<file path="config.mk">
export PLATFORM = sky130hd
export DESIGN_NAME = perf_counter_bank
export DESIGN_NICKNAME = d
export VERILOG_FILES = /design/src/rtl/perf_pkg.sv /design/src/rtl/perf_counter_cell.sv /design/src/rtl/perf_counter_bank.sv
export SDC_FILE = /design/constraint.sdc
export NUM_CORES = 1
export LEC_CHECK = 0
export BUFFER_PORTS_ARGS = -buffer_cell sky130_fd_sc_hd__buf_4
export CORE_ASPECT_RATIO = 1.1
export CORE_MARGIN = 3
export CORE_UTILIZATION = 63
export DETAILED_ROUTE_END_ITERATION = 12
export PLACE_DENSITY = 0.88
export SYNTH_ARGS = -nofsm -noshare
export SYNTH_HDL_FRONTEND = slang
export SYNTH_SLANG_ARGS = --single-unit
</file>
<file path="constraint.sdc">
create_clock -name clk -period 2.6 [get_ports clk]
set_input_delay 0.78 -clock clk [delete_from_list [all_inputs] [get_ports clk]]
set_output_delay 0.78 -clock clk [all_outputs]
set_load 0.05 [all_outputs]
</file>
<file path="src/rtl/perf_pkg.sv">
// rtl/perf_pkg.sv - shared index and overflow-mode constants for the perf counter bank
package perf_pkg;

    localparam int IDX_CYCLE   = 0;
    localparam int IDX_RETIRE  = 1;
    localparam int IDX_STALL   = 2;
    localparam int IDX_BRANCH  = 3;
    localparam int IDX_MISPRED = 4;
    localparam int IDX_ICSTALL = 5;

    localparam int MODE_WRAP = 0;
    localparam int MODE_SAT  = 1;

endpackage

</file>
<file path="src/rtl/perf_counter_cell.sv">
// rtl/perf_counter_cell.sv - one live counter with snapshot register and sticky overflow flag
module perf_counter_cell
    import perf_pkg::*;
#(
    parameter int COUNTER_WIDTH = 32,
    parameter int SATURATE      = MODE_WRAP
) (
    input  logic                     clk,
    input  logic                     reset,
    input  logic                     inc,
    input  logic                     clear,
    input  logic                     clear_ovf,
    input  logic                     snapshot,
    output logic [COUNTER_WIDTH-1:0] live,
    output logic [COUNTER_WIDTH-1:0] snap,
    output logic                     ovf
);

    logic                     all_ones;
    logic                     ovf_evt;
    logic [COUNTER_WIDTH-1:0] next_val;

    assign all_ones = &live;
    assign ovf_evt  = inc & all_ones;

    always_comb begin
        next_val = live;
        if (inc) begin
            if (all_ones)
                next_val = (SATURATE == MODE_SAT) ? live : '0;
            else
                next_val = live + COUNTER_WIDTH'(1);
        end
    end

    // Snapshot sees this cycle's increment even when clear drops it from the live value.
    always_ff @(posedge clk) begin
        if (reset) begin
            live <= '0;
            snap <= '0;
            ovf  <= 1'b0;
        end else begin
            if (snapshot)
                snap <= next_val;
            live <= clear ? '0 : next_val;
            ovf  <= clear_ovf ? 1'b0 : (ovf | ovf_evt);
        end
    end

endmodule

</file>
<file path="src/rtl/perf_counter_bank.sv">
// rtl/perf_counter_bank.sv - cycle plus event counter bank with snapshots, windowing and registered read port
module perf_counter_bank
    import perf_pkg::*;
#(
    parameter int NUM_EVENTS    = 8,
    parameter int COUNTER_WIDTH = 32,
    parameter int WINDOW_CYCLES = 0,
    parameter int SATURATE      = 0,
    parameter int ADDR_W        = $clog2(NUM_EVENTS + 1)
) (
    input  logic                     clk,
    input  logic                     reset,
    input  logic                     enable,
    input  logic [NUM_EVENTS-1:0]    event_in,
    input  logic                     clear,
    input  logic                     snapshot_req,
    input  logic                     rd_en,
    input  logic [ADDR_W-1:0]        rd_addr,
    output logic [COUNTER_WIDTH-1:0] rd_data,
    output logic                     rd_valid,
    output logic [NUM_EVENTS:0]      overflow,
    output logic                     window_done
);

    logic [NUM_EVENTS:0][COUNTER_WIDTH-1:0] live_bank;
    logic [NUM_EVENTS:0][COUNTER_WIDTH-1:0] snap_bank;
    logic [NUM_EVENTS:0]                    inc_vec;
    logic                                   win_hit;
    logic [COUNTER_WIDTH-1:0]               rd_mux;
    logic                                   unused_live;

    assign unused_live = ^live_bank;

    generate
        if (WINDOW_CYCLES > 0) begin : g_window
            localparam int WC_W = $clog2(WINDOW_CYCLES + 1);
            logic [WC_W-1:0] win_cnt_q;
            logic [WC_W-1:0] win_cnt_d;

            always_ff @(posedge clk) begin
                if (reset)
                    win_cnt_q <= '0;
                else
                    win_cnt_q <= win_cnt_d;
            end

            always_comb begin
                win_cnt_d = win_cnt_q;
                if (clear || win_hit)
                    win_cnt_d = '0;
                else if (enable)
                    win_cnt_d = win_cnt_q + WC_W'(1);
            end

            assign win_hit = enable && (win_cnt_q == WC_W'(WINDOW_CYCLES - 1));
        end else begin : g_no_window
            assign win_hit = 1'b0;
        end
    endgenerate

    always_ff @(posedge clk) begin
        if (reset)
            window_done <= 1'b0;
        else
            window_done <= win_hit;
    end

    generate
        for (genvar i = 0; i <= NUM_EVENTS; i++) begin : g_cell
            if (i == IDX_CYCLE) begin : g_cyc
                assign inc_vec[i] = enable;
            end else begin : g_evt
                assign inc_vec[i] = enable & event_in[i-1];
            end

            // A window boundary restarts the counts but keeps the sticky overflow history.
            perf_counter_cell #(
                .COUNTER_WIDTH (COUNTER_WIDTH),
                .SATURATE      (SATURATE)
            ) u_cell (
                .clk       (clk),
                .reset     (reset),
                .inc       (inc_vec[i]),
                .clear     (clear | win_hit),
                .clear_ovf (clear),
                .snapshot  (snapshot_req | win_hit),
                .live      (live_bank[i]),
                .snap      (snap_bank[i]),
                .ovf       (overflow[i])
            );
        end
    endgenerate

    always_comb begin
        rd_mux = '0;
        for (int i = 0; i <= NUM_EVENTS; i++) begin
            if (rd_addr == ADDR_W'(i))
                rd_mux = snap_bank[i];
        end
    end

    always_ff @(posedge clk) begin
        if (reset) begin
            rd_data  <= '0;
            rd_valid <= 1'b0;
        end else begin
            rd_valid <= rd_en;
            if (rd_en)
                rd_data <= rd_mux;
        end
    end

endmodule

</file>
Word-level counts from Yosys, hierarchy flattened
Index checks and enable logic that the tools add are counted.
{"block": "word_totals", "ff_bits": 618, "ram_bits": 0, "output_inout_bits": 43, "in_bits": 18, "mem_count": 0, "rom_bits": 0, "latchBits": 0, "word_cells": 110}
{"block": "classes", "add_sub_neg": 9, "reduce_logical": 11, "n_lt_le_gt_ge": 0, "shift": 0, "multipliers": 0, "bitwise_logic": 26, "n_div": 0, "eq_ne": 8, "mux": 27}
{"operator": "32-bit 2-to-1 mux", "n": 27}
{"operator": "32-bit by 1-bit adder with 32-bit output, second input constant", "n": 9}
{"operator": "32-bit AND reduction", "n": 9}
{"operator": "1-bit bitwise AND", "n": 17}
{"operator": "4-bit by 3-bit equality test with 1-bit output, second input constant", "n": 4}
{"operator": "1-bit bitwise OR", "n": 9}
{"operator": "4-bit by 2-bit equality test with 1-bit output, second input constant", "n": 2}
{"operator": "4-bit by 1-bit equality test with 1-bit output, second input constant", "n": 1}
{"operator": "4-bit equality test, second input constant", "n": 1}
{"operator": "4-bit zero test", "n": 1}
{"operator": "2-bit OR reduction", "n": 1}

Logic depth before layout (Yosys ltp)
Gate-level depths: netlist of the first run.
{"block": "depth", "depth_word": 10, "ltp_mapped": 9, "depth_no_buf": 6}

Cells and area by module
A second synthesis of the first run with hierarchy kept.
{"block": "unflattened", "cells_unflattened": 3124, "area_unflattened_um2": 27442.6}
{"module": "perf_counter_cell at g_cell[0].u_cell ...", "area_per_inst_um2": 2583.7, "cells_per_inst": 284, "seq_area_each_um2": 1301.2, "n_inst": 8}
{"module": "perf_counter_bank", "area_per_inst_um2": 4176.5, "cells_per_inst": 568, "seq_area_each_um2": 660.6, "n_inst": 1}
{"module": "perf_counter_cell at g_cell[1].u_cell", "area_per_inst_um2": 2596.2, "cells_per_inst": 284, "seq_area_each_um2": 1301.2, "n_inst": 1}

Least setup slack after synthesis of the first run
OpenSTA, ideal clock, no wires.
{"block": "synth_timing", "path_type": "input-to-reg", "startpoint": "input port rd_addr[2]", "endpoint": "register rd_data[0]", "path_stages": 9, "arrival_ps": 2254, "setup_ps": 120, "setup_slack_ps": 226, "required_ps": 2480, "path_buffers": 4, "cell_sequence": "buf_2 -> nor2b_1 -> clkbuf_1 -> and3_1 -> clkbuf_1 -> clkbuf_1 -> a221oi_1 -> nor2_1 -> a211o_1"}
{"block": "synth_via", "elab_chain_len": 10, "word_cells_on_any_way": 18, "classes_between": "eq/ne: 8; mux: 9; reduce/logical: 1"}
{"element": "from (decl)", "line": "perf_counter_bank.sv:18", "rtl": "input logic [ADDR_W-1:0] rd_addr,"}
{"element": "4-bit zero test", "line": "perf_counter_bank.sv:97", "rtl": "if (rd_addr == ADDR_W'(i))"}
{"element": "32-bit 2-to-1 mux (8 in series)", "line": "perf_counter_bank.sv:97"}
{"element": "32-bit 2-to-1 mux *", "line": "perf_counter_bank.sv:97"}
{"element": "to (signal assigned)", "line": "perf_counter_bank.sv:109", "rtl": "rd_data <= rd_mux;"}
{"element": "to (decl)", "line": "perf_counter_bank.sv:19", "rtl": "output logic [COUNTER_WIDTH-1:0] rd_data,"}
Every way passes the cells marked *; elsewhere a longest branch is shown, timed or not.
A chain may end at the register's enable or synchronous reset.

Worst setup path after layout of the first run
{"block": "layout_timing", "startpoint": "input port rd_addr[1]", "endpoint": "register rd_data[28]"}
Same word-level chain as after synthesis.

==> flow_summary.ini, run 1 <==
[setup_path]
cp_data_arrival_time_ns = 3.14
critPathKind = primary input to flop
cp_max_fo = 20
end_kind = flop
rrSetupSlack_ns = 0.22
critPathLaunchType = primary input
crit_required_ns = 3.08

[global_route]
gr-total-overflow = 0
grt_max_degree = 120
grt_pass1_wl_um = 130000
antenna_found_initial = 3
grtUsageTotal_pct = 36.4
grt_pass1_vias = 23400

[floorplan]
die-area_sq_um = 45100
num_rows = 78
die_h_um = 222
coreArea_sq_um = 41700
ios = 61
die_x_um = 203
start_util_pct = 64.4

[sta]
maxSlewHeadroom_pct = 37.5
finalCritPeriodShare_pct = 102
timing.fmax_mhz = 375
setup_viol = 2
fin_ws_ns = -0.0634
final_hold_viol_count = 0
slew_violations = 0
finalClockSkew_ns = 0.0202
tns_ns = -0.101
period_minus_slack_ns = 2.66
tightest_slew_ns = 0.938

[clock_network]
cts_buffers = 60
clock-sinks = 618
clkLatencyLatePin_ns = 0.64
cts_tree = done
clock-root-buffer = clkbuf_16
clockBufferDepth = 3
clk_pin_slew_ns = 0.06
htreeDepth = 2

[synthesis]
ys_ff_latch = 618
synth.area.top_cells = dfxtp_1 46%, nor2_1 6.4%, xor2_1 4.2%
ys.flop_type = dfxtp_1
synth_nets = 3113
ys_warn_count = 0
synth-async-reset-ratio_pct = 0
yosysTopAreaCell = dfxtp_1
netlist_area_sq_um = 26800
yosys.cell_types.count = 88
ys_seq_area_share_pct = 46.1
synth_top_cell_area_share_pct = 46.1
avgSynthCellArea_sq_um = 8.70
synth_edf_count = 0
synthCells = 3086

[flow_run]
maxCapViolCount = 0

[final_layout]
fin_cells = 3782
drive_gt1_share_pct = 12.8
final_common_cell = dfxtp_1
area_growth_pct = 14.6
fin_nets = 3199
final_cell_mix = 618 x dfxtp_1, 457 x nor2_1, 293 x nand2_1
n_antenna_cell = 0
fin_util_pct = 73.8

[pwr]
total_power_uw = 20000
power.density_nw_per_um2 = 650
total_leakage_power_uw = 0.0107
max-vdd-ir-drop_uv = 597

[placed_design]
numPortBuffers = 59
hpwl_um = 60400
dp_cells = 3670
routabilityCongestion = 0.979
pre_cts_ws_ns = -0.660

[run_status]
violations = negative setup slack
status = finished, violations left

[detailed_routing]
via_count = 24200
drtIter0Drc = 2385
drc = 0
ant_nets = 0
wl_um = 84600
vias_per_cell = 6.39
firstDrtPassIters = 5
routedWlPerCell_um = 22.4

[min_path]
min_path_type = flop to flop
-- sequential cells by signal (all words and copies together), names as in the netlist --
| name | flops |
|---|---|
| rd_data | 32 |
| g_cell.u_cell.snap | 288 |
| g_cell.u_cell.live | 288 |
| g_cell.u_cell.ovf | 9 |
| rd_valid | 1 |
-- worst max-delay path, stage by stage --
cell	delay, ns
buf_4	0.23
buf_12	0.23
mux2_2	0.38
a32oi_1	0.30
o211ai_1	0.19
a221oi_1	0.82
o21ai_0	0.19
-- per-layer routing --
layer	wire length, um	track usage (%)	share of wire, %	vias to the layer above
met5	36	0	0.043	-
met4	7440	26.7	8.8	6
met3	6610	5.73	7.8	330
met2	38600	59.0	46	1179
met1	31900	43.7	38	11500
li1	-	-	-	11100
-- power breakdown --
part           leakage [uW]  switching [uW]  total (uW)  internal (uW)
Sequential          0.00500            94.5        9680           9590
Clock               0.00102            3800        9240           5440
Combinational       0.00464             723        1090            363
-- synth_stat cells (6+ instances only) --
cell	n
dfxtp_1	618
nand2b_1	51
mux2i_1	6
o21ai_1	8
nor3_1	51
or3_1	15
buf_2	19
nor2_1	460
o211a_1	10
inv_1	45
and4_1	39
nor4_1	57
and2_1	17
or4_1	10
ha_1	9
nand3_1	136
o211ai_1	27
a2bb2oi_1	19
nor2b_1	12
and3_1	52
mux2_2	17
a32oi_1	8
buf_4	11
a21oi_1	71
o31a_1	14
o21a_1	25
clkbuf_1	148
or2_2	9
xnor2_1	117
a221oi_1	36
mux4_2	20
a211oi_1	110
nand2_1	293
nand4_1	105
o21ai_0	192
a311oi_1	10
xor2_1	129
a31oi_1	7
buf_1	7
-- final timing paths --
kind                                  start                   endpoint  cells past startpoint
setup / recovery                 rd_addr[1]                rd_data[28]                      7
hold / removal         g_cell[7].u_cell.ovf       g_cell[7].u_cell.ovf                      2
setup reg to reg  g_cell[1].u_cell.live[24]  g_cell[1].u_cell.snap[23]                      5
hold reg to reg        g_cell[7].u_cell.ovf       g_cell[7].u_cell.ovf                      2
-- area by class of cell --
class                           instances  area, sq um
Sequential cell                       618        12400
Inverter                               45          169
Multi-Input combinational cell       2227        13500
Tap cell                              560          701
Fill cell                            2954        10900
Clock inverter                         22          299
Clock buffer                           90         1830
Timing Repair Buffer                  220         1930
-- cell families (layout without fill, tap and decap cells) --
group	count (synthesis)	after routing	share of synthesized area (%)
and+or+nand+nor	1351	1351	24.7
DFF	618	618	46.1
AOI/OAI and AO/OA	577	577	14.2
xor gates and xnor gates	246	246	8.03
buffers and inverters	241	377	3.88
muxes	43	43	2.62
adders and majority gates	9	9	0.420
other	1	1	0.0140
-- through the flow --
| stage | hold slack, ns | area, sq um |
|---|---|---|
| 3_5_place_dp | 0.438 | 28600 |
| 2_1_floorplan | 0.416 | 26800 |
| 4_1_cts | 0.440 | 30800 |
| 5_1_grt | 0.464 | 30800 |
| 6_report | 0.445 | 30800 |
| 3_3_place_gp | 0.431 | 28600 |
-- what timing repair did --
| action | CTS | global route |
|---|---|---|
| resized for setup | 0 | 1 |
| setup endpoints to repair | 0 | 1 |
| hold buffers | 0 | 0 |
| buffers inserted | 0 | 0 |
Power figures use the tool's default switching activity.
==> run 2: changes to the inputs <==
CORE_MARGIN = unset   (was 3)
==> flow_summary.ini, run 2 (synthesis results as in run 1) <==
[clock_network]
clockBufferDepth = 3
cts-resized-gates = 0
cts_tree = done
clkLatencyLatePin_ns = 0.63
hold_buffers = 0
cts_setup_buffers = 0
htreeDepth = 2
clock-sinks = 618
clk_pin_slew_ns = 0.06
clock-root-buffer = clkbuf_16
cts_buffers = 60

[sta]
hold_slack_ns = 0.449
tightest_slew_ns = 0.825
finalCritPeriodShare_pct = 91.1
fin_ws_ns = 0.231
final_hold_viol_count = 0
setup_viol = 0
finalClockSkew_ns = 0.0224
period_minus_slack_ns = 2.37
maxSlewHeadroom_pct = 44.6
slew_violations = 0
timing.fmax_mhz = 422
rsz0062_at_grt = no

[detailed_routing]
routedWlPerCell_um = 22.5
ant_nets = 0
vias_per_cell = 6.39
drc = 0
drtIter0Drc = 2362
firstDrtPassIters = 6
wl_um = 84900
via_count = 24100

[final_layout]
multi_input_area_sq_um = 13500
reg_top3 = g_cell.u_cell.live: 288 flops, g_cell.u_cell.snap: 288 flops, rd_data: 32 flops
final_cell_mix = 618 x dfxtp_1, 457 x nor2_1, 292 x nand2_1
area_growth_pct = 15.2
fin_nets = 3192
drive_gt1_share_pct = 12.9
seqCellArea_sq_um = 12400
n_antenna_cell = 0
nFillCells = 3017
final_common_cell = dfxtp_1

[placed_design]
hpwl_um = 60900
routabilityCongestion = 1.01
pre_cts_ws_ns = -0.133
numPortBuffers = 59

[pwr]
total_leakage_power_uw = 0.0107
pwr-share-seq_pct = 46.5
p_comb_share_pct = 5.2
swShare_pct = 22.6
power.density_nw_per_um2 = 675
switching_power_uw = 4710
max-vdd-ir-drop_uv = 554
p_int_uw = 16200
clkPwrFrac_pct = 48.3

[floorplan]
die-area_sq_um = 43400
die_x_um = 199
num_rows = 78
start_util_pct = 64.4
coreArea_sq_um = 41700
ios = 61
die_h_um = 218

[global_route]
grt_pass1_wl_um = 131000
grt_pass1_vias = 23200
gr-total-overflow = 0
grtUsageTotal_pct = 39.3
grt_max_degree = 116
antenna_found_initial = 1

[setup_path]
cp_data_arrival_time_ns = 2.89
critical-path-max-stage-delay_ns = 0.64
cp_max_fo = 9
end_kind = flop
crit_chain = nand4_2, or4_1, nor4_1, nand3_1, a311oi_1
crit_required_ns = 3.12
critPathKind = flop to flop
critPathLaunchType = flop
crit_family = simple AND/OR/NAND/NOR gates
path_buf_inv = 0
cp_slowest_cell = or4_1

[min_path]
min_path_type = flop to flop

[run_status]
status = complete, no violations

[flow_run]
maxCapViolCount = 0
run 2: cell types whose count changed in the layout (fill, tap and decap cells not counted), sizes merged:
cell | previous run | this run
clkinvlp | 8 | 4
bufinv | 6 | 17
buf | 220 | 213
clkbuf | 90 | 71
clkinv | 6 | 18
run 2: area by class of cell:
cell class	instances	area share, %
multi-input combinational	2227	43.5
timing repair buffer	213	6.14
inverter	45	0.546
clock inverter	41	2.17
sequential	618	40.0
tap	560	2.27
clock buffer	71	5.32
run 2: path summary, 6_finish.rpt:
kind,start,end,slack [ns],depth (start not counted)
hold / removal,g_cell[8].u_cell.snap[15],g_cell[8].u_cell.snap[15],0.45,2
setup reg to reg,g_cell[3].u_cell.live[6],g_cell[3].u_cell.snap[31],0.23,5
hold reg to reg,g_cell[8].u_cell.snap[15],g_cell[8].u_cell.snap[15],0.45,2
setup / recovery,g_cell[3].u_cell.live[6],g_cell[3].u_cell.snap[31],0.23,5
run 2: tightest hold or removal path: stages (launching register included):
cell and delay [ns]:
dfxtp_1 0.32, nand2_1 0.04, o21ai_0 0.05
run 2: metal layers:
metal | up-vias | part of all wire (%) | track usage, %
met1 | 11500 | 38 | 47.4
met5 | - | 0.022 | 0
met2 | 1197 | 47 | 65.3
met3 | 288 | 7.8 | 5.74
met4 | 2 | 7.2 | 26.1
li1 | 11100 | - | -
run 2: power by group through the flow:
stage          logic [uW]  registers (uW)  clock network, uW
5_1_grt              1140            9700              10500
3_3_place_gp         1030            9910                  0
4_1_cts              1060            9700              10100
2_1_floorplan         595            9900                  0
6_report             1080            9700              10100
3_5_place_dp         1050            9910                  0
run 2: metrics by stage:
step | TNS [ns] | utilization (%) | power, uW | cells | cell area (sq um)
detailed placement | -0.249 | 68.6 | 11000 | 3663 | 28600
global route | 0 | 74.2 | 21300 | 3775 | 30900
finish | 0 | 74.2 | 20900 | 3775 | 30900
floorplan | 0 | - | 10500 | 3086 | 26800
global placement | -0.122 | 68.6 | 10900 | 3663 | 28600
CTS | 0 | 74.2 | 20900 | 3775 | 30900
